### src/rtl/pc_fetch_pkg.sv
// Shared fetch-stage constants and the per-edge action encoding.
// Imported by pc_fetch and if_id_reg.
package pc_fetch_pkg;

  localparam int          DEF_ADDR_W   = 32;
  localparam int          DEF_INS_W    = 32;
  localparam logic [31:0] DEF_RESET_PC = 32'h0000_0000;
  localparam logic [31:0] ZERO_WORD    = 32'h0000_0000;
  localparam logic [31:0] PC_INC       = 32'd4;
  localparam logic        INS_ENABLE   = 1'b1;
  localparam logic        INS_DISABLE  = 1'b0;

  typedef enum logic [1:0] {
    ACT_FETCH  = 2'd0,
    ACT_HOLD   = 2'd1,
    ACT_BUBBLE = 2'd2,
    ACT_FLUSH  = 2'd3
  } fetch_act_e;

endpackage

### src/rtl/if_id_reg.sv
// IF/ID pipeline register with load, hold and bubble control.
// Only updates once the fetch enable is already high.
module if_id_reg
  import pc_fetch_pkg::*;
#(
  parameter int ADDR_W = DEF_ADDR_W,
  parameter int INS_W  = DEF_INS_W
) (
  input  logic              clk,
  input  logic              rst,
  input  logic              en,
  input  logic [1:0]        act,
  input  logic [ADDR_W-1:0] pc,
  input  logic [INS_W-1:0]  inst,
  output logic [ADDR_W-1:0] idPc,
  output logic [INS_W-1:0]  idInst,
  output logic              idValid,
  output logic              idMisalign
);

  always_ff @(posedge clk or posedge rst) begin
    if (rst) begin
      idPc       <= '0;
      idInst     <= '0;
      idValid    <= 1'b0;
      idMisalign <= 1'b0;
    end else if (en) begin
      unique case (act)
        ACT_FETCH: begin
          idPc       <= pc;
          idInst     <= inst;
          idValid    <= 1'b1;
          idMisalign <= (pc[1:0] != 2'b00);
        end
        ACT_HOLD: ;
        default: begin
          idPc       <= '0;
          idInst     <= '0;
          idValid    <= 1'b0;
          idMisalign <= 1'b0;
        end
      endcase
    end
  end

endmodule

### src/rtl/pc_fetch.sv
// Fetch front end: PC, redirect priority, IF/ID register
// and the accepted-fetch counter.
module pc_fetch
  import pc_fetch_pkg::*;
#(
  parameter int                ADDR_W   = DEF_ADDR_W,
  parameter int                INS_W    = DEF_INS_W,
  parameter logic [ADDR_W-1:0] RESET_PC = ADDR_W'(DEF_RESET_PC)
) (
  input  logic              clk,
  input  logic              rst,
  input  logic              stallIf,
  input  logic              stallId,
  input  logic              flush,
  input  logic [ADDR_W-1:0] newPc,
  input  logic              branchFlag,
  input  logic [ADDR_W-1:0] branchTarget,
  input  logic [INS_W-1:0]  inst,
  output logic              insEn,
  output logic [ADDR_W-1:0] insAddr,
  output logic [ADDR_W-1:0] idPc,
  output logic [INS_W-1:0]  idInst,
  output logic              idValid,
  output logic              idMisalign,
  output logic [31:0]       fetchCount
);

  logic [ADDR_W-1:0] pc;
  fetch_act_e        act;

  // stallId alone freezes both stages
  always_comb begin
    act = ACT_FETCH;
    if (flush)        act = ACT_FLUSH;
    else if (stallId) act = ACT_HOLD;
    else if (stallIf) act = ACT_BUBBLE;
  end

  always_ff @(posedge clk or posedge rst) begin
    if (rst) begin
      insEn      <= INS_DISABLE;
      pc         <= RESET_PC;
      fetchCount <= ZERO_WORD;
    end else if (insEn == INS_DISABLE) begin
      insEn <= INS_ENABLE;
    end else begin
      unique case (act)
        ACT_FLUSH: pc <= newPc;
        ACT_FETCH: begin
          pc <= branchFlag ? branchTarget
                           : pc + ADDR_W'(PC_INC);
          fetchCount <= fetchCount + 32'd1;
        end
        default: ;
      endcase
    end
  end

  assign insAddr = pc;

  if_id_reg #(
    .ADDR_W (ADDR_W),
    .INS_W  (INS_W)
  ) u_if_id (
    .clk        (clk),
    .rst        (rst),
    .en         (insEn),
    .act        (act),
    .pc         (pc),
    .inst       (inst),
    .idPc       (idPc),
    .idInst     (idInst),
    .idValid    (idValid),
    .idMisalign (idMisalign)
  );

endmodule

### config.mk
export PLATFORM = sky130hd
export DESIGN_NAME = pc_fetch
export DESIGN_NICKNAME = d
export VERILOG_FILES = /design/src/rtl/pc_fetch_pkg.sv /design/src/rtl/if_id_reg.sv /design/src/rtl/pc_fetch.sv
export SDC_FILE = /design/constraint.sdc
export NUM_CORES = 1
export LEC_CHECK = 0
export ABC_CLOCK_PERIOD_IN_PS = 2050
export BUFFER_PORTS_ARGS = -buffer_cell sky130_fd_sc_hd__buf_2
export CAP_MARGIN = 30
export CORE_MARGIN = 2
export CORE_UTILIZATION = 50
export CTS_CLUSTER_DIAMETER = 100
export CTS_CLUSTER_SIZE = 40
export DETAILED_ROUTE_END_ITERATION = 10
export PLACE_DENSITY = 0.82
export SETUP_SLACK_MARGIN = 0.3
export SYNTH_ARGS = -nofsm -noshare
export SYNTH_HDL_FRONTEND = slang
export SYNTH_HIERARCHICAL = 1
export SYNTH_SLANG_ARGS = --single-unit
### constraint.sdc
create_clock -name clk -period 2.05 [get_ports clk]
set_input_delay 0.205 -clock clk [delete_from_list [all_inputs] [get_ports clk]]
set_output_delay 0.205 -clock clk [all_outputs]
set_load 0.005 [all_outputs]
=== Word level (Yosys, flattened, before mapping) ===
Cells that the tools add are included.

* Add/sub/neg operators: 2
* $mul: 0
* Divide/modulo/power cells: 0
* Order comparisons: 0
* Eq/ne operators: 2
* Shift-type cells: 0
* Mux-type cells: 9
* Bitwise operators: 1
* Reductions and logical operators: 6

{| class="wikitable"
|+ Operator list
! kind !! count
|-
| case mux 32 bit (2 select lines) || 3
|-
| adder 32 x 1 -> 32 bit, second input constant || 1
|-
| adder 32 x 3 -> 32 bit, second input constant || 1
|-
| 2-to-1 mux 32 bit || 1
|-
| 2-to-1 mux 2 bit || 3
|-
| AND reduction 2 bit || 3
|-
| case mux 1 bit (2 select lines) || 2
|-
| nonzero test 2 bit || 2
|-
| == test 2 x 1 -> 1 bit, second input constant || 1
|-
| == test 2 bit, second input constant || 1
|-
| zero test 2 bit || 1
|-
| inverter 1 bit || 1
|}

* Register bits after elaboration: 131
* Latch bits: 0
* RAM bits: 0
* Memory bits (read-only): 0
* Input bits: 102
* Output and inout port bits: 131
* Word-level logic and storage cells: 27
* Memories kept: 0

=== Logic depth before layout (Yosys ltp) ===
* Depth in word-level cells: 6
* Gate-level depth with buffers: 10
* Depth with buffers taken out: 8

=== Modules after synthesis ===
The synthesis kept the hierarchy.

{| class="wikitable"
|+ Modules (own cells, without submodules)
! module !! times used !! cells an instance !! area an instance (µm²) !! seq. area each (µm²)
|-
| pc_fetch || 1 || 408 || 3836.2 || 1626.6
|-
| if_id_reg || 1 || 222 || 2687.6 || 1651.6
|}

=== Least setup slack after synthesis ===
No wires, ideal clock.

* Kind: input to register
* Start point: input port flush
* End point: register pc[14] (netlist: insAddr[14])
* Setup time: 0.083 ns
* Arrival time: 1.838 ns
* Slack: 0.129 ns
* Stages on the path: 10
* Buffers on the path: 2
* Cell sequence: or2_2 inv_1 ha_1 clkbuf_8 nor2b_1 clkbuf_1 nand4_1 nor3_1 a221oi_1 o21ai_0

* Cells in the longest elaborated chain, start to end: 4
* Elaborated cells between the ends (all ways): 6

{| class="wikitable"
|+ Ends and longest elaborated chain
! item !! RTL line !! text
|-
| start: declaration || pc_fetch.sv:14 || <nowiki>input logic flush,</nowiki>
|-
| 2-to-1 mux 2 bit * || pc_fetch.sv:34 || <nowiki>if (flush) act = ACT_FLUSH;</nowiki>
|-
| == test 2 bit or zero test 2 bit (tied branches) || pc_fetch.sv:47 || <nowiki>unique case (act)</nowiki>
|-
| nonzero test 2 bit (no line) || -- ||
|-
| AND reduction 2 bit (no line) || -- ||
|-
| end signal: assignment || pc_fetch.sv:48 || <nowiki>ACT_FLUSH: pc <= newPc;</nowiki>
|-
| end signal: assignment || pc_fetch.sv:50 || <nowiki>pc <= branchFlag ? branchTarget</nowiki>
|-
| end: declaration || pc_fetch.sv:28 || <nowiki>logic [ADDR_W-1:0] pc;</nowiki>
|}

Mark *: on every way between the ends. The rest lies on a longest branch, timed or not.
A chain may end at the register's enable or synchronous reset.

=== Worst setup path in the final report ===
* Start point: register pc[2] (netlist: insAddr[2])
* End point: register pc[30] (netlist: insAddr[30])

* Cells in the longest elaborated chain, start to end: 3

{| class="wikitable"
|+ Ends and longest elaborated chain
! item !! RTL line !! text
|-
| adder 32 x 3 -> 32 bit || pc_fetch.sv:51 || <nowiki>: pc + ADDR_W'(PC_INC);</nowiki>
|-
| 2-to-1 mux 32 bit || pc_fetch.sv:50 ||
|-
| case mux 32 bit (2 select lines) || pc_fetch.sv:47 ||
|}

No other way between the ends.

==> flow_summary_export.csv <==
group,metric,value,unit
outcome,outcome,"finished clean",
finish,mostFrequentLayoutCells,"buf_2, dfrtp_1, inv_1, buf_4, a22o_1",
synth,seq_area_frac_synth,50.2,%
placed_design,dpl.cell_count,1027,
cts,clkLatencyLatePin,0.42,ns
cts,cts_buffers,17,
global_route,track_usage,27.9,%
sta,fmax,0.566,GHz
worst_setup_path,cp_slowest_cell,"or4_4",
detailed_routing,viasPerCell,5.75,
sta,hold_viol_final,0,
flow_run,drv_cap,0,
worst_setup_path,worst_r2r_endpoint,"insAddr[30]",
cts,clkTransAtPathRegs,0.06,ns
global_route,grt_pass1_wl,30900,um
worst_setup_path,critPathArrivalTime,2.13,ns
floorplanning,die_area,14000,um2
floorplanning,die_w,118,um
floorplanning,die_y,118,um
finish,fillers,1012,
cts,cts_max_level,4,
floorplanning,start_util,51.5,%
worst_setup_path,rrSetupSlack,0.28,ns
finish,layout_commonest_cell,"buf_2",
worst_setup_path,critPathRequiredTime,2.41,ns
detailed_routing,drc,0,
finish,stdcell_count,1082,
synth,yosys_warnings,6,
sta,whs,0.00976,ns
detailed_routing,wirelength,19600,um
sta,period_minus_slack,1.77,ns
detailed_routing,firstDrtPassIters,6,
finish,syn2layout_area_growth,36.4,%
synth,syn-instance-count,630,
sta,tightest_slew,0.675,ns
pwr,p_per_area,890,nW/um2
synth,ys_ff_latch,131,
worst_setup_path,cp-end-kind,"register",
sta,maxSlewHeadroom,54.9,%
floorplanning,coreArea,12700,um2
finish,final_util,70.2,%
hold_path,min_from,"inst[23]",
sta,slew_viol_final,0,
global_route,grt_max_degree,45,
worst_setup_path,crit_top_cell,"and4_4",
cts,cts-root-buf,"clkbuf_16",
detailed_routing,detailroute.via_count,6222,
worst_setup_path,crit_chain,"ha_4 -> and4_4 -> and4_4 -> nand4_1 -> or4_4 -> nand3_2",
cts,clock_sinks,131,
detailed_routing,routedWlPerCell,18.1,um
hold_path,whs_path_depth,2,
worst_setup_path,reg2reg_from,"insAddr[2]",
global_route,grt_overflow,0,
pwr,p_leak,0.00441,uW
sta,finClkSkew,0.00581,ns
cts,cts_tree,"built",
synth,synth_edf_count,0,
synth,ys_async_sr_fraction,100,%
finish,regArea,3290,um2
finish,multi_input_area,2830,um2
floorplanning,rows,41,
placed_design,gp_congestion,0.883,
finish,nets,1000,
synth,ys_types,64,
worst_setup_path,cpPeakStageDelay,0.44,ns
worst_setup_path,rr_worst_depth,6,
worst_setup_path,start_kind,"register",
pwr,vdd_drop_max,0.582,mV
cts,clk_path_buf_depth,2,
sta,finalSetupViolCount,0,
synth,synth.area.top_cells,"dfrtp_1, a22o_1, a32oi_1",
synth,postSynthAreaPerCell,10.4,um2
placed_design,numPortBuffers,232,
synth,synth_top_area_share,50.2,%
global_route,antenna_found_initial,4,
global_route,grt_pass1_vias,6085,
hold_path,hp-class,"input port to register",
detailed_routing,first_iter_violations,622,
placed_design,dp_hpwl,13800,um
detailed_routing,ant_nets,0,
synth,yosys.area.top_type,"dfrtp_1",
synth,netlist_area,6520,um2
finish,drive_above_1_share,40.4,%
synth,syn_nets,736,
sta,fin_crit_sh,86.2,%
synth,synth_flop_cell,"dfrtp_1",
sta,rsz0062_at_grt,"true",
worst_setup_path,path_max_fanout,3,
worst_setup_path,crit_type,"register to register",
floorplanning,pin_count,233,
hold_path,min_to,"u_if_id/idInst[23]",
==> through the flow <==
step,TNS [ns],power [uW],setup slack (ns),instance area [um2]
after floorplan,0,3740,0.191,6570
after global placement,-0.135,4330,-0.0353,7970
after detailed placement,-0.523,4370,-0.114,7970
after CTS,0,7910,0.274,8770
after global routing,0,8260,0.226,8900
final,0,7920,0.283,8900
==> registers in the layout, summed over array words and instances (netlist names) <==
register and count:
u_if_id/idPc 32, insEn 1, u_if_id/idValid 1, insAddr 32
u_if_id/idMisalign 1, fetchCount 32, u_if_id/idInst 32
==> cells in the mapped netlist (4+ instances only) <==
master	count
dfrtp_1	131
inv_1	45
a22o_1	39
nand2_1	37
o21ai_0	37
nor2_1	32
a32oi_1	31
o21ai_1	31
nand3_1	22
xnor2_1	22
a21oi_1	19
clkbuf_1	17
nand4_1	16
and4_1	9
xor2_1	9
a221oi_1	8
and3_1	8
buf_2	8
a22oi_1	7
a222oi_1	6
a31oi_1	6
o22ai_1	6
clkbuf_8	5
nor3_1	5
buf_4	4
buf_6	4
ha_1	4
o2bb2ai_1	4
==> final cells by class <==
cell class,instances,area share [%]
antenna,3,0.0844
clock buffer,24,5.41
clock inverter,8,2.21
inverter,48,2.14
multi-input combinational,408,31.8
sequential,131,37.0
tap,172,2.42
timing repair buffer,288,18.9
==> worst max-delay path, delay by kind of cell, from the launching register on <==
family / cells / cell delay, ns
simple gates: 5 / 1.15
flops: 1 / 0.40
fa+ha+maj: 1 / 0.16
==> report_power, final <==
group / leakage [uW] / switching (uW) / internal [uW]
clock network: 0.000325 / 1100 / 2380
logic: 0.00236 / 654 / 609
registers: 0.00173 / 324 / 2850
==> how the worst max path moves through the flow <==
stage,startpoint,to,depth (start not counted)
floorplan,insAddr[2],insAddr[30],7
global placement,flush,fetchCount[25],9
detailed placement,flush,fetchCount[27],9
CTS,insAddr[8],insAddr[30],5
global route,fetchCount[7],fetchCount[25],5
finish,insAddr[2],insAddr[30],6
==> timing repair <==
| action | CTS | global route |
|---|---|---|
| setup endpoints to repair | 13 | 30 |
| buffers inserted | 6 | 9 |
| resized for setup | 9 | 21 |
| hold endpoints to repair | 52 | 0 |
| hold buffers | 5 | 0 |
| pin swaps | 5 | 6 |
==> layer usage <==
layer,GRT usage [%],share of wire [%],vias up
met5,0,0.066,-
li1,-,-,2877
met1,35.3,41,3029
met4,12.2,2.4,2
met3,7.72,7.2,40
met2,44.8,49,274
==> logic make-up after synthesis <==
logic type | count (synthesis) | share of synthesized area [%]
simple gates | 155 | 13.2
other cells | 1 | 0.0575
mux | 2 | 0.326
flops | 131 | 50.2
fa+ha+maj | 4 | 0.767
xor+xnor | 31 | 4.16
compound gates | 215 | 23.4
buf+inv | 91 | 7.84
No activity file was read; power rests on OpenSTA's default activity.
